`config.mk`:
```
export PLATFORM = sky130hd
export DESIGN_NAME = mole_round_scheduler
export DESIGN_NICKNAME = d
export VERILOG_FILES = /design/src/rtl/mole_round_scheduler.sv
export SDC_FILE = /design/constraint.sdc
export NUM_CORES = 1
export LEC_CHECK = 0
export ABC_AREA = 1
export BUFFER_PORTS_ARGS = -buffer_cell sky130_fd_sc_hd__buf_2
export CAP_MARGIN = 15
export CELL_PAD_IN_SITES_DETAIL_PLACEMENT = 1
export CELL_PAD_IN_SITES_GLOBAL_PLACEMENT = 1
export CORE_UTILIZATION = 40
export DETAILED_ROUTE_END_ITERATION = 10
export GPL_TIMING_DRIVEN = 0
export PLACE_DENSITY = 0.85
export SYNTH_ARGS = -nofsm -noshare
export SYNTH_HDL_FRONTEND = slang
export SYNTH_SLANG_ARGS = --single-unit
```
`constraint.sdc`:
```
create_clock -name cin -period 2.85 [get_ports cin]
set_input_delay 0.4275 -clock cin [delete_from_list [all_inputs] [get_ports cin]]
set_output_delay 0.4275 -clock cin [all_outputs]
set_load 0.02 [all_outputs]
```
`src/rtl/mole_round_scheduler.sv`:
```
// mole_round_scheduler: whack-a-mole round sequencer.
// Chooses which hole lights, keeps it up for the current window, scores hits,
// charges misses against a life budget, shrinks the window as the score rises,
// and ends the round on a win (SCORE_MAX) or when lives run out.
// Ports:
//   cin        clock
//   rst        synchronous active-high reset
//   start      one-cycle pulse, begins a round from IDLE or OVER
//   hit        debounced button pulses, bit i = hole i
//   rnd        free-running LFSR value used to pick the next hole
//   led        one-hot mole LED, 0 when no mole is up
//   score      binary score 0..SCORE_MAX
//   lives      remaining lives
//   window     current mole-up time in cycles
//   busy       high in GAP or UP
//   game_over  high in OVER
//   win        high in OVER when the round ended at SCORE_MAX
module mole_round_scheduler #(
  parameter int N_HOLES     = 9,
  parameter int INIT_WINDOW = 100000000,
  parameter int STEP        = 2500000,
  parameter int MIN_WINDOW  = 25000000,
  parameter int GAP_CYCLES  = 25000000,
  parameter int LIVES       = 3,
  parameter int SCORE_MAX   = 99
) (
  input  logic               cin,
  input  logic               rst,
  input  logic               start,
  input  logic [N_HOLES-1:0] hit,
  input  logic [3:0]         rnd,
  output logic [N_HOLES-1:0] led,
  output logic [6:0]         score,
  output logic [1:0]         lives,
  output logic [31:0]        window,
  output logic               busy,
  output logic               game_over,
  output logic               win
);

  localparam int HW = $clog2(N_HOLES);

  typedef enum logic [1:0] {S_IDLE, S_GAP, S_UP, S_OVER} state_t;

  state_t             state_q, state_d;
  logic [N_HOLES-1:0] led_q, led_d;
  logic [6:0]         score_q, score_d;
  logic [1:0]         lives_q, lives_d;
  logic [31:0]        window_q, window_d;
  logic [31:0]        cnt_q, cnt_d;
  logic [HW-1:0]      prev_q, prev_d;
  logic               win_q, win_d;

  logic [HW-1:0] hole_raw, hole_nxt;
  logic [6:0]    score_inc;
  logic [1:0]    lives_dec;
  logic [31:0]   window_dec;

  // Never light the same hole twice in a row: bump to the next hole on repeat.
  always_comb begin
    hole_raw = HW'(32'(rnd) % N_HOLES);
    hole_nxt = hole_raw;
    if (hole_raw == prev_q)
      hole_nxt = (hole_raw == HW'(N_HOLES-1)) ? '0 : hole_raw + HW'(1);
  end

  // Saturating updates; the window compare avoids any underflow below the floor.
  assign score_inc  = (score_q == 7'(SCORE_MAX)) ? score_q : score_q + 7'd1;
  assign lives_dec  = (lives_q == 2'd0) ? 2'd0 : lives_q - 2'd1;
  assign window_dec = (window_q >= 32'(MIN_WINDOW) + 32'(STEP)) ?
                      window_q - 32'(STEP) : 32'(MIN_WINDOW);

  always_comb begin
    state_d  = state_q;
    led_d    = led_q;
    score_d  = score_q;
    lives_d  = lives_q;
    window_d = window_q;
    cnt_d    = cnt_q;
    prev_d   = prev_q;
    win_d    = win_q;
    case (state_q)
      S_IDLE, S_OVER: begin
        led_d = '0;
        if (start) begin
          state_d  = S_GAP;
          score_d  = '0;
          lives_d  = 2'(LIVES);
          window_d = 32'(INIT_WINDOW);
          cnt_d    = '0;
          win_d    = 1'b0;
        end
      end
      S_GAP: begin
        cnt_d = cnt_q + 32'd1;
        if (cnt_q == 32'(GAP_CYCLES - 1)) begin
          prev_d           = hole_nxt;
          cnt_d            = '0;
          led_d            = '0;
          led_d[hole_nxt]  = 1'b1;
          state_d          = S_UP;
        end
      end
      S_UP: begin
        cnt_d = cnt_q + 32'd1;
        // A hit on the final window cycle still counts as a hit.
        if (hit[prev_q]) begin
          score_d  = score_inc;
          window_d = window_dec;
          led_d    = '0;
          cnt_d    = '0;
          if (score_inc == 7'(SCORE_MAX)) begin
            state_d = S_OVER;
            win_d   = 1'b1;
          end else begin
            state_d = S_GAP;
          end
        end else if (cnt_q == window_q - 32'd1) begin
          lives_d = lives_dec;
          led_d   = '0;
          cnt_d   = '0;
          state_d = (lives_dec == 2'd0) ? S_OVER : S_GAP;
        end
      end
      default: state_d = S_IDLE;
    endcase
  end

  always_ff @(posedge cin) begin
    if (rst) begin
      state_q  <= S_IDLE;
      led_q    <= '0;
      score_q  <= '0;
      lives_q  <= 2'(LIVES);
      window_q <= 32'(INIT_WINDOW);
      cnt_q    <= '0;
      prev_q   <= '0;
      win_q    <= 1'b0;
    end else begin
      state_q  <= state_d;
      led_q    <= led_d;
      score_q  <= score_d;
      lives_q  <= lives_d;
      window_q <= window_d;
      cnt_q    <= cnt_d;
      prev_q   <= prev_d;
      win_q    <= win_d;
    end
  end

  assign led       = led_q;
  assign score     = score_q;
  assign lives     = lives_q;
  assign window    = window_q;
  assign busy      = (state_q == S_GAP) || (state_q == S_UP);
  assign game_over = (state_q == S_OVER);
  assign win       = win_q;

endmodule

```
Word-level counts from Yosys, hierarchy flattened
Index checks and enable logic that the tools add are counted.

Output and inout port bits: 53. Word-level logic and storage cells: 87. Input port bits: 16. Register bits after elaboration: 89.

Mux-type cells: 39. Equality and inequality tests: 16. Reductions and logical operators: 13. $add $sub $neg: 6. Div/mod/pow operators: 1. $lt $le $gt $ge: 4.

Operators by type and width (count): 32-bit 2-to-1 mux (7); 32-bit case mux with 3 select lines (1); 32-bit case mux with 2 select lines (1); 32-bit by 1-bit adder with 32-bit output, second input constant (1); 32-bit by 25-bit equality test with 1-bit output, second input constant (1); 32-bit equality test (1); 32-bit by 25-bit greater-or-equal comparator with 1-bit output, second input constant (1); 4-bit by 4-bit modulo with 32-bit output, second input constant (1); 32-bit by 1-bit subtractor with 32-bit output, second input constant (1); 32-bit by 22-bit subtractor with 32-bit output, second input constant (1); 9-bit 2-to-1 mux (3); 9-bit case mux with 3 select lines (1); 7-bit 2-to-1 mux (3); 2-bit 2-to-1 mux (10); 7-bit equality test, second input constant (2); 7-bit case mux with 2 select lines (1); 2-bit inequality test, second input constant (6); 4-bit by 5-bit less-than comparator with 1-bit output, second input constant (2); 4-bit 2-to-1 mux (2); 4-bit AND reduction (2); 7-bit by 1-bit adder with 7-bit output, second input constant (1); 2-bit logical NOT (3); 2-bit case mux with 3 select lines (1); 3-bit AND reduction (2); 18 further kinds (24).

Logic depth before layout (Yosys ltp)
Depth in word-level cells: 10. Depth in mapped cells: 19. Depth with buffers taken out: 19.

Worst setup path before layout
Ideal clock, no wire load.

Kind: reg2reg. From: register window_q[5] (netlist: window[5]). To: register led_q[1] (netlist: led[1]). Clock period less this slack: 2.448 ns. Data required time: 2.722 ns. Cell stages (with the launch flop): 18. Buffers on the path: 1. Library setup time: 0.128 ns. Data arrival time: 2.321 ns. Path slack: 0.402 ns. Path through: dfxtp_1 -> inv_1 -> ha_1 -> nand2_1 -> nor2_4 -> nand2_1 -> nand2_1 -> nand2_1 -> nand2_1 -> nor2_1 -> nand2_1 -> nor2_1 -> nand3_1 -> o21bai_4 -> nand2_4 -> buf_6 -> o21ai_1 -> nor2_1.

Cells in the longest elaborated chain, start to end: 4.

Ends and longest elaborated chain: start: declaration (RTL line 49) `logic [31:0] window_q, window_d;`; start signal: assignment (RTL line 135) `window_q <= 32'(INIT_WINDOW);`; start signal: assignment (RTL line 144) `window_q <= window_d;`; 32-bit by 1-bit subtractor with 32-bit output (RTL line 118) `end else if (cnt_q == window_q - 32'd1) begin`; 32-bit equality test (RTL line 118); 3-bit inequality test (no source line); 2-bit AND reduction (no source line); end signal: assignment (RTL line 141) `led_q <= led_d;`; end: declaration (RTL line 46) `logic [N_HOLES-1:0] led_q, led_d;`.

No other way between the ends. A chain may end at the register's enable or synchronous reset.

Worst setup path after layout
From: register window_q[5] (netlist: window[5]). To: register cnt_q[24].

Cells in the longest elaborated chain, start to end: 5.

Ends and longest elaborated chain: 32-bit by 1-bit subtractor with 32-bit output (RTL line 118); 32-bit equality test (RTL line 118); 32-bit 2-to-1 mux (RTL line 118); 32-bit 2-to-1 mux (RTL line 107) `if (hit[prev_q]) begin`; 32-bit case mux with 3 select lines (RTL line 82) `case (state_q)`; end signal: assignment (RTL line 145) `cnt_q <= cnt_d;`; end: declaration (RTL line 50) `logic [31:0] cnt_q, cnt_d;`.

No other way between the ends.

==> results.md <==
- The run finished with clean final reports.
- Compared with the post-synthesis result, the final layout area differs by 14.9%.
- The average instance in the mapped netlist occupies 6.00 um^2.
- The share of Yosys cell area claimed by the top area cell type is 0.256.
- After clock tree synthesis, the clock-pin slew on the worst setup and hold paths is approximately 0.07 ns.
- The final worst slack is between 0.15 and 0.2 ns.
- The pin count of the biggest net entering global routing is 15.
- The area of the die is 16,900 um^2.
- Yosys printed 0 warnings.
- At the end of routability-driven placement, the weighted congestion stood at roughly 0.9.
- The net count reported at finish is 1,202.
- Dividing the detail-routed wire length by the instance count gives 15.9 um.
- The diode insertion count for antenna repair is 0.
- Setup repair after global routing left no endpoint under its margin.
- After synthesis, the cell types taking the most area are dfxtp_1, nand2_1, inv_1.
- The category of the worst setup path capture point is a flip-flop.
- The number of global-route vias before repair is just over 7,000.
- The relative max-transition margin is 0.555.
- The via count of the routed design is 7,328.
- In this design, the stage delay of the slowest critical-path cell is 0.38 ns.
- At the placement stage, the worst setup path has a slack of -0.248 ns.
- In the global route stage, overall resource usage came out at 0.273.
- The slowest cell on the critical path is dfxtp_2.
- The critical path goes through inv_2, ha_2, xor2_1, nand3_1, nor2_1, nand2_1, nor2_1, nand2_1, nor2_1, nand3_2, o21bai_4, nand2_4, buf_4, nand3_1, a21oi_1.
- The cell sitting at the root of the clock tree is a clkbuf_16.
- TritonCTS built the clock tree.
- Static timing analysis puts the maximum clock frequency at 374 MHz.
- The number of pins exceeding their max-slew limit in the final report is 0.
- For the finished layout, the period the worst path requires is about 2.7 ns.
- The final period utilization is 0.937.
- The number of buffers inserted during clock tree synthesis is 9.
- Between clock sinks in the finished design, the worst skew comes to around 0.0095 ns.
- Counting every sink on the clock net gives 84.
- The unique cell type count in the Yosys netlist is 42.
- The synthesized design contains 84 register bits.
- The power density over the cells is 644 nW/um^2.
- The latest clock arrival within the worst-skew pair is 0.36 ns.
- For this run, the detailed router's first-pass iteration total came to 5.
- The height of the die is 130 um.
- The hold violation total from the final report is 0.
- The core footprint is 15,900 um^2.
- The layout cell share with drive strength beyond 1 is 0.126.
- Counting along the longest clock path gives a buffer depth of 2.
- Data arrives at the worst endpoint at 2.89 ns.
- In this run the remaining antenna-violating nets after routing total 0.
- The most used cell along the critical path is nor2_1.
- The count of cells in the finished layout, fillers not included, comes to between 1,000 and 1,500.
- The total leakage power is between 3 and 4 nW.
- The H-tree depth is 3.
- STA classifies the critical path startpoint as a flip-flop.
- After detailed routing, the number of vias per cell comes to about 5.3.
- After detailed routing, the number of remaining DRC violations is 0.
- The floorplan step set the die width to 130 um.
- The first global-routing pass estimated between 30,000 and 40,000 um of wire.
- STA puts the critical path data required time at 3.07 ns.
- Pin placement for this block handled roughly 70 I/O pins.
- The floorplan row count is between 40 and 50.
- The count of buffers inserted at the top-level ports is 62.
- For this block, the routed nets add up to around 22,000 um of wire.
- The tightest min-delay check is of the flip-flop to flip-flop type.
- The sequential share of the synthesized area is 0.256.
- The number of antenna violations at the first check in global routing came to 0.
- Counting the fill cells in the layout gives 2,279.
- The final core utilization is 0.473.
- The total placed cells including tap cells is roughly 1,400.
- In this run the worst path has a maximum fanout of 10.
- The largest total area in the synthesized netlist belongs to dfxtp_1.
- Across the run, the number of max-cap violations was 0.
- The number of instances in the synthesized netlist is 1,095.
- The actual slew at the worst max-slew pin is between 0.6 and 0.7 ns.
- The detailed placer's ending HPWL is around 17,000 um.
- The total overflow left after global routing is 0.
- The hold buffer count at CTS is 0.
- IR analysis of the VDD net gives a maximum drop of 0.295 mV.
- The worst setup path is of the flip-flop to flip-flop kind.
- The synthesized netlist occupies a cell area of ~6600 um^2.
- Setup violations remaining at the end of the flow were counted as 0.
- The initial utilization of the core area, before any placement, comes to 0.412.
- The initial DRC count is about 400.
## critical path, delay by kind of cell, from the launching register on
kind / cells / cell delay (ns)
xor+xnor: 1 / 0.17
simple gates: 9 / 1.00
fa+ha+maj: 1 / 0.36
buf+inv: 2 / 0.30
flops: 1 / 0.38
compound gates: 2 / 0.30
## sequential cells by signal, summed over array words and instances (netlist names)
signal,count
cnt_q,32
led,9
lives,2
prev_q,4
score,7
state_q,2
win,1
window,27
## layout by cell type, fill, tap and decap left out, types with 3 or more instances in the layout
cell type / count
nor2_1: 120
nor3_1: 16
dfxtp_1: 82
xor2_1: 45
buf_1: 3
inv_1: 146
o21ai_0: 34
o21bai_1: 3
buf_4: 8
nand3_2: 3
clkinvlp_4: 4
o211ai_1: 4
o21ai_1: 8
conb_1: 5
nand2_2: 5
buf_2: 70
nand2_1: 294
nor4_1: 5
buf_6: 8
clkbuf_1: 23
nand4_1: 27
nand3b_1: 7
nor2_2: 18
a21oi_1: 69
clkbuf_16: 9
nor2_4: 7
ha_1: 11
xnor2_1: 14
nand3_1: 100
## synth_stat cells, drive strengths merged
cell type	n
nor3	17
buf	26
nor2	145
or2	1
o21a	2
o31ai	1
a21o	1
xnor2	14
xor2	45
o211ai	4
a21oi	71
nand2	301
ha	12
a311oi	1
conb	1
nand3	103
dfxtp	84
inv	147
clkbuf	24
o21bai	4
and3	2
o22ai	2
nor4	5
nand3b	7
clkinv	1
o21ai	43
a211oi	2
o311ai	1
a21boi	1
nand4	27
## metal layers
metal / up-vias / routed length, um / track usage
met1: 3502 / 9940 / 0.337
met5: - / 0 / 0
met3: 39 / 901 / 0.0431
li1: 3629 / - / -
met4: 0 / 470 / 0.0978
met2: 158 / 10800 / 0.477
## power by group
part,total (mW),internal (mW),switching (mW)
sequential,1.44,1.29,0.147
clock,1.27,0.727,0.540
combinational,2.15,0.642,1.51
total,4.86,2.66,2.20
## metrics by stage
step / hold slack, ns / power, mW / area, um^2 / setup TNS [ns]
global route: 0.511 / 5.19 / 7550 / 0
global placement: 0.456 / 3.48 / 7170 / -3.63
finish: 0.481 / 4.86 / 7550 / 0
CTS: 0.406 / 4.83 / 7500 / 0
detailed placement: 0.461 / 3.54 / 7170 / -7.21
floorplan: 0.472 / 2.91 / 6590 / 0
## final timing paths
path                                start  slack (ns)  cells past startpoint         to
worst max-delay path            window[5]        0.18                     15  cnt_q[24]
worst min-delay path                  win        0.48                      2        win
worst max register to register  window[5]        0.18                     15  cnt_q[24]
worst min register to register        win        0.48                      2        win
## layout make-up
type	instances	area, um^2	share of cell area
repair buffers	64	325	0.0431
clock inverters	5	60.1	0.00796
clock buffers	11	253	0.0335
well taps	216	270	0.0358
flip-flops and latches	84	1680	0.223
multi-input cells	817	4120	0.545
inverters	148	556	0.0736
plain buffers	50	283	0.0375
## what timing repair did
item | in CTS | in global routing
setup buffers | 1 | 1
gates resized for setup | 5 | 15
pin swaps | 1 | 2
setup endpoints to repair | 66 | 57
## cells by family after synthesis
family          share of synthesized area
xor+xnor                           0.0787
simple gates                        0.404
other cells                      0.000571
compound gates                      0.111
flops                               0.256
fa+ha+maj                          0.0229
buf+inv                             0.127
(Power assumes the default switching activity.)
